$ cat src/rtl/softmax_max_subtract.sv
// -----------------------------------------------------------------------------
// softmax_max_subtract
//
// First stage of a numerically stable softmax. A vector of signed scores is
// buffered while its maximum is tracked. The block then replays the buffer,
// emitting (element - max) for each entry. Every emitted value is <= 0. A
// value that does not fit in LEN bits is clamped to the most negative code.
//
// The block alternates between two phases:
//   LOAD : accept input beats, store them, update the running max
//   EMIT : stream out the max-subtracted values, then go back to LOAD
//
// Ports
//   clk        in   1     single clock, rising edge
//   rst        in   1     asynchronous active-high reset
//   in_valid   in   1     input beat valid
//   in_ready   out  1     input beat accepted (LOAD only, low while in reset)
//   in_data    in   LEN   signed score element
//   in_last    in   1     final element of the vector
//   out_valid  out  1     output beat valid (EMIT only)
//   out_ready  in   1     downstream accepts the output beat
//   out_angle  out  LEN   saturated (element - vector max), always <= 0
//   out_last   out  1     final output element of the vector
//   err        out  1     sticky: a vector was truncated at DEPTH elements
// -----------------------------------------------------------------------------
module softmax_max_subtract #(
  parameter int LEN   = 16,
  parameter int DEPTH = 16
) (
  input  logic                  clk,
  input  logic                  rst,
  input  logic                  in_valid,
  output logic                  in_ready,
  input  logic signed [LEN-1:0] in_data,
  input  logic                  in_last,
  output logic                  out_valid,
  input  logic                  out_ready,
  output logic signed [LEN-1:0] out_angle,
  output logic                  out_last,
  output logic                  err
);

  localparam int AW  = $clog2(DEPTH);
  localparam int AWP = AW + 1;
  localparam logic signed [LEN-1:0] MIN_VAL = {1'b1, {(LEN-1){1'b0}}};

  typedef enum logic {
    ST_LOAD = 1'b0,
    ST_EMIT = 1'b1
  } state_t;

  state_t                r_state;
  state_t                w_state_next;
  logic [AW-1:0]         r_cnt;
  logic [AW-1:0]         r_rd;
  logic [AW:0]           r_len;   // one bit wider than cnt so it can hold DEPTH
  logic signed [LEN-1:0] r_max;
  logic                  r_err;
  logic signed [LEN-1:0] r_buf [DEPTH];

  logic                  w_in_fire;
  logic                  w_out_fire;
  logic                  w_full;
  logic                  w_in_end;
  logic                  w_rd_last;
  logic signed [LEN-1:0] w_max_upd;
  logic signed [LEN-1:0] w_elem;
  logic signed [LEN:0]   w_diff;
  logic signed [LEN-1:0] w_angle;

  // ---------------------------------------------------------------------------
  // Handshakes and combinational datapath
  // ---------------------------------------------------------------------------
  // in_ready is gated by rst directly so no beat can be taken while reset is held.
  assign in_ready   = (r_state == ST_LOAD) && !rst;
  assign out_valid  = (r_state == ST_EMIT);
  assign w_in_fire  = in_valid && in_ready;
  assign w_out_fire = out_valid && out_ready;

  // A beat landing in the last buffer slot closes the vector even without in_last.
  assign w_full    = (r_cnt == AW'(DEPTH - 1));
  assign w_in_end  = in_last || w_full;

  // The beat being accepted takes part in the compare, so the max registered on
  // the last beat is already the true vector max.
  assign w_max_upd = (in_data > r_max) ? in_data : r_max;

  // Subtract at LEN+1 bits. The element is never above the max, so the only
  // possible overflow is on the negative side. It shows up as the two top bits
  // differing.
  assign w_elem  = r_buf[r_rd];
  assign w_diff  = {w_elem[LEN-1], w_elem} - {r_max[LEN-1], r_max};
  assign w_angle = (w_diff[LEN] != w_diff[LEN-1]) ? MIN_VAL : w_diff[LEN-1:0];

  assign w_rd_last = ({1'b0, r_rd} == (r_len - AWP'(1)));

  // Outputs read as zero outside EMIT, and therefore immediately in reset.
  assign out_angle = out_valid ? w_angle : '0;
  assign out_last  = out_valid && w_rd_last;
  assign err       = r_err;

  // ---------------------------------------------------------------------------
  // FSM
  // ---------------------------------------------------------------------------
  always_ff @(posedge clk or posedge rst) begin
    if (rst) begin
      r_state <= ST_LOAD;
    end else begin
      r_state <= w_state_next;
    end
  end

  always_comb begin
    w_state_next = r_state;
    case (r_state)
      ST_LOAD: begin
        if (w_in_fire && w_in_end) begin
          w_state_next = ST_EMIT;
        end
      end
      ST_EMIT: begin
        if (w_out_fire && w_rd_last) begin
          w_state_next = ST_LOAD;
        end
      end
      default: w_state_next = ST_LOAD;
    endcase
  end

  // ---------------------------------------------------------------------------
  // Counters, running max, sticky error
  // ---------------------------------------------------------------------------
  always_ff @(posedge clk or posedge rst) begin
    if (rst) begin
      r_cnt <= '0;
      r_rd  <= '0;
      r_len <= '0;
      r_max <= MIN_VAL;
      r_err <= 1'b0;
    end else begin
      if (w_in_fire) begin
        r_max <= w_max_upd;
        if (w_in_end) begin
          r_len <= {1'b0, r_cnt} + AWP'(1);
          r_rd  <= '0;
          if (!in_last) begin
            r_err <= 1'b1;   // vector truncated at DEPTH
          end
        end else begin
          r_cnt <= r_cnt + AW'(1);
        end
      end
      if (w_out_fire) begin
        if (w_rd_last) begin
          r_cnt <= '0;
          r_rd  <= '0;
          r_max <= MIN_VAL;
        end else begin
          r_rd  <= r_rd + AW'(1);
        end
      end
    end
  end

  // Element buffer. It has no reset because it is only read at indices that
  // were written during the current vector.
  always_ff @(posedge clk) begin
    if (w_in_fire) begin
      r_buf[r_cnt] <= in_data;
    end
  end

endmodule

$ cat config.mk
export PLATFORM = sky130hd
export DESIGN_NAME = softmax_max_subtract
export DESIGN_NICKNAME = d
export VERILOG_FILES = /design/src/rtl/softmax_max_subtract.sv
export SDC_FILE = /design/constraint.sdc
export NUM_CORES = 1
export LEC_CHECK = 0
export ABC_AREA = 0
export CAP_MARGIN = 20
export CORE_MARGIN = 2
export CORE_UTILIZATION = 30
export CTS_BUF_LIST = sky130_fd_sc_hd__clkbuf_4 sky130_fd_sc_hd__clkbuf_8
export DETAILED_ROUTE_END_ITERATION = 7
export PLACE_DENSITY_LB_ADDON = 0.1
export SLEW_MARGIN = 10
export SYNTH_ARGS = -nofsm -noshare
export SYNTH_HDL_FRONTEND = slang
export SYNTH_SLANG_ARGS = --single-unit
$ cat constraint.sdc
create_clock -name clk -period 7.15 [get_ports clk]
set_clock_uncertainty 0.1 [all_clocks]
set_input_delay 1.0725 -clock clk [delete_from_list [all_inputs] [get_ports clk]]
set_output_delay 1.0725 -clock clk [all_outputs]
set_load 0.01 [all_outputs]
---- Word-level counts from Yosys, hierarchy flattened ----
Memory sizes are Yosys's and may differ from the RTL's.
Cells that the tools add are included.
storage, ports and cells
  flip-flop bits (word level) ............. 31
  memory bits (writable) .................. 256
  word-level logic and storage cells ...... 50
  memories ................................ 1
cells by class
  add/subtract/negate cells ............... 5
  order comparisons ....................... 1
  equal/unequal tests ..................... 3
  multiplexer cells ....................... 19
  bitwise logic cells ..................... 2
  reductions and logical operators ........ 13
memories
  name   depth  bits a word  read ports  clocked after Yosys merged registers in  wr ports  line  text
  r_buf  16     16           1           0                                        1         59    logic signed [LEN-1:0] r_buf [DEPTH];
operators with widths
  cell                                                                 count
  16-bit 2-to-1 mux                                                    6
  4-bit 2-to-1 mux                                                     8
  16-bit by 16-bit subtractor with 17-bit output                       1
  16-bit greater-than comparator                                       1
  4-bit by 1-bit adder with 4-bit output (second input constant)       2
  1-bit logical AND                                                    6
  4-bit by 1-bit adder with 5-bit output (second input constant)       1
  4-bit by 5-bit == test with 1-bit output                             1
  5-bit by 1-bit subtractor with 5-bit output (second input constant)  1
  4-bit == test (second input constant)                                1
  1-bit 2-to-1 mux                                                     4
  2-bit AND reduction                                                  2
  2-bit nonzero test                                                   2
  3-bit AND reduction                                                  1
  1-bit NOT                                                            2
  1-bit case mux with 2 select lines                                   1
  1-bit zero test                                                      1
  1-bit logical OR                                                     1
  1-bit inequality test                                                1

---- Depth between registers and ports, before layout ----
Gate-level depths: netlist (run 1).
  word-level depth ........................ 6
  gate-level depth with buffers ........... 18
  depth with buffers taken out ............ 16

---- Worst setup path before layout (run 1) ----
OpenSTA, ideal clock, no wires.
  path type ............................... register -> output
  from .................................... register r_rd[0]
  to ...................................... output out_angle[10]
  data arrival time ....................... 4.554 ns
  data required time ...................... 5.977 ns
  path slack .............................. 1.423 ns
  cell stages (with the launch flop) ...... 17
  buffers on the path ..................... 4
  cells stage by stage .................... dfrtp_1 clkbuf_1 buf_4 buf_2 mux4_2 mux4_2 fa_1 nand3_1 a21boi_0 o21ai_0 a21oi_1 a311oi_1 o21ai_0 ha_1 nand2b_1 clkbuf_1 nor3_1
between the ends
  longest elaborated chain between the ends .. 5
RTL lines
  what                                                line  text
  start: declaration                                  55    logic [AW-1:0] r_rd;
  start signal: assignment                            159   r_rd <= r_rd + AW'(1);
  memory 16 x 16 bit (*)                              --
  16-bit by 16-bit subtractor with 17-bit output (*)  92    assign w_diff = {w_elem[LEN-1], w_elem} - {r_max[LEN-1], r_max};
  1-bit inequality test                               93    assign w_angle = (w_diff[LEN] != w_diff[LEN-1]) ? MIN_VAL : w_diff[LEN-1:0];
  16-bit 2-to-1 mux (*)                               93
  16-bit 2-to-1 mux (*)                               98    assign out_angle = out_valid ? w_angle : '0;
  end: declaration                                    38    output logic signed [LEN-1:0] out_angle,
Every way passes the cells marked *; elsewhere a longest branch is shown, timed or not.

---- Worst setup path after layout (run 1) ----
  from .................................... register r_rd[1]
  to ...................................... output out_angle[10]
The elaborated chain is that of the path after synthesis.

==> summary.txt, run 1 <==
Yosys
  – Synth unique cells: 53
  – Top cells by area, synth: edfxtp_1, mux4_2, dfrtp_1, ha_1, o21ai_0
  – Async SR Flop Fraction: 10.8%
  – Count leader, synth: edfxtp_1
  – Most frequent cells after synthesis: edfxtp_1, mux4_2, ha_1
  – Post-synthesis register bit count: 287
  – Yosys Warn Count: 0
  – Area leader, netlist: edfxtp_1
  – Ys flop type: edfxtp_1
  – Net Count, Synth: slightly below 800
  – Post-synth EDFFs: between 200 and 300
  – Top-area cell type share of the netlist area: 60.7%
  – Avg Synthesized Cell Area: 17.4 sq um
  – Synth Instances: 727
  – Register area share after synthesis: between 60% and 70%
  – Synthesized cell area: 0.0127 sq mm

Global route
  – First-pass GRT wire length: 49,900 um
  – Initial antenna violation count: 0
  – GRT Overall Usage: 15.9%
  – Via count of the first global-routing pass: 7,525
  – Largest net degree at the start of global routing: 33
  – GR Overflow Total: 0

Floorplanning
  – Core area: 0.0419 sq mm
  – Die area: between 0.04 and 0.05 sq mm
  – Height of the die: 210 um
  – IO Pins: 41
  – Die width: around 210 um
  – Row count: between 70 and 80
  – Starting Density: 30.3%

Route
  – Vias after detailed routing: 6,897
  – DR iter-0 viols: 497
  – Final ANT Viol Nets: 0
  – Vias per inst: 4.94
  – First-pass DRT Iterations: 6
  – DRT Wirelength: 34,200 um
  – Wire length per cell: approximately 24 um
  – # DRC: 0

Power and ir drop
  – VDD IR max: 0.212 mV
  – P_leak: roughly 5 nW
  – Cell Pwr Density: around 450 mW/mm^2

Timing
  – Fin. max-slew vios: 0
  – Period utilization: roughly 96%
  – Timing-limited maximum frequency: between 100 and 150 MHz
  – Final min period: 6840 ps
  – Setup tns final: 0 ps
  – Worst-margin pin slew: 1100 ps
  – RSZ-0062 raised after global routing: false
  – Setup violations, final: 0
  – Final hold violation count: 0
  – Normalized max-slew margin: 26.9%

Setup path
  – Crit path DAT: 5670 ps
  – Cell chain of the critical path: buf_4, buf_4, mux4_2, mux4_2, ha_1, a21boi_0, o21ai_1, a21oi_1, a311oi_2, o21ai_0, ha_1, nand2b_2, nor3_1, clkdlybuf4s50_1
  – Crit path kind: reg2out
  – Buf/Inv on CP: 3
  – Crit path max-delay family: buffers and inverters
  – Crit. End Element: output pin
  – Crit path launch type: register
  – Worst Path Required: 5980 ps
  – Worst path slowest cell: clkdlybuf4s50_1
  – CP peak stage delay: 600 ps
  – Critical path fanouts, max: 14

CTS
  – Cts hold-fix bufs: 0
  – Clock sink total: 287
  – Clk slew on worst S/H paths: approximately 60 ps
  – CTS root buf: clkbuf_8
  – CTS tree: yes
  – Clk_lat worst skew: 610 ps
  – H-tree depth: 2
  – Num CTS Buffers: 51
  – Clock Path Buffers: 3

Final layout
  – Diode count: 0
  – Area growth syn-to-layout: 17.4%
  – Non-filler cells, final: 1,397
  – Final Net Count: 880
  – Layout cells sized above 1: a little over a quarter
  – Post-route cell area: 0.0149 sq mm

Placement
  – Post-DP HPWL: 20,700 um
  – PortBufs: 40
  – DP Cell Count: 1,298
  – DP Area: 0.0138 sq mm
  – Gpl congestion: 0.842

Hold path
  – Worst hold-check path type: reg2reg

Outcome
  – Status: finished clean

Flow run
  – Max_cap viols: 0
[stage by stage]
stage	utilization (%)	hold slack, ps	total power [mW]	setup WS (ps)
CTS	35.5	384	6.66	105
detailed placement	32.9	361	5.06	382
finish	35.5	375	6.62	307
global placement	32.9	365	5.03	496
floorplan	-	366	3.98	1420
global route	35.5	407	7.04	25.8
[layout by cell type, fill, tap and decap left out, types with 7 or more instances in the layout]
master	netlist	routed
clkbuf_4	0	15
ha_1	40	40
nand3_1	21	21
clkbuf_8	0	52
edfxtp_1	256	256
clkinv_1	0	18
a21oi_2	10	10
xor2_1	7	7
clkdlybuf4s50_1	0	40
and2_1	20	13
a21oi_1	27	27
nor2_1	18	18
and2_2	0	7
inv_1	28	28
nand2_1	27	27
nor3_1	11	11
mux4_2	80	80
nand3_2	10	10
dfrtp_1	30	28
xnor2_1	11	11
buf_4	3	26
o21ai_0	33	32
[sequential cells by signal, indices dropped and copies added (netlist names)]
register	flops
r_max	16
r_buf	256
r_rd	4
out_valid	1
r_cnt	4
err	1
r_len	5
[cell families (layout without fill, tap and decap cells)]
kind of cell             Yosys count  in the layout  synth area share, %
flip-flops                       287            287                 66.8
AND/OR/NAND/NOR                  138            138                 6.31
AO/OA/AOI/OAI                    101            101                 5.01
multiplexers                      82             82                 14.4
buffers and inverters             60            191                 2.16
adder cells (fa/ha/maj)           41             41                 4.11
XOR/XNOR                          18             18                 1.24
[where the power goes]
group          internal [mW]  leakage (nW)  total, mW  switching (mW)
clock                  0.825         0.520       1.51           0.686
combinational           1.49          1.79       3.05            1.56
sequential              1.94          2.70       2.06           0.122
[final timing paths]
check                                from       endpoint  slack, ps  depth (start not counted)
worst max-delay path              r_rd[1]  out_angle[10]        310                         14
worst min register to register        err            err        380                          1
max in group asynchronous             rst        r_rd[1]       5730                          3
worst min-delay path                  err            err        380                          1
worst max register to register  r_max[15]       r_max[3]       4010                          8
min in group asynchronous             rst        r_rd[0]        860                          3
[metal layers]
layer	track usage (%)	up-vias	share of wire, %
li1	-	3078	-
met2	26.6	153	49
met5	0	-	0
met3	2.59	59	3.3
met4	6.82	0	3.3
met1	20.7	3607	44
[layout make-up]
cell class | count | area, sq um
fill | 3962 | 27000
inverter | 28 | 105
tap | 539 | 674
sequential | 287 | 8470
multi-input combinational | 380 | 3960
timing repair buffer | 70 | 671
clock buffer | 67 | 828
clock inverter | 26 | 164
[repair_timing]
action                     in CTS  in global routing
resized for setup               4                  8
buffers inserted                5                  1
setup endpoints to repair      14                  8
Power figures use the tool's default switching activity.
==> run 2, diff against run 1 <==
--- a/config.mk
+++ b/config.mk
@@ -11,6 +11,7 @@
 export CORE_UTILIZATION = 30
 export CTS_BUF_LIST = sky130_fd_sc_hd__clkbuf_4 sky130_fd_sc_hd__clkbuf_8
 export DETAILED_ROUTE_END_ITERATION = 7
+export HOLD_SLACK_MARGIN = 0.1
 export PLACE_DENSITY_LB_ADDON = 0.1
 export SLEW_MARGIN = 10
 export SYNTH_ARGS = -nofsm -noshare
==> results of run 2 <==
Final layout, timing and power as in run 1 (identical DEF).
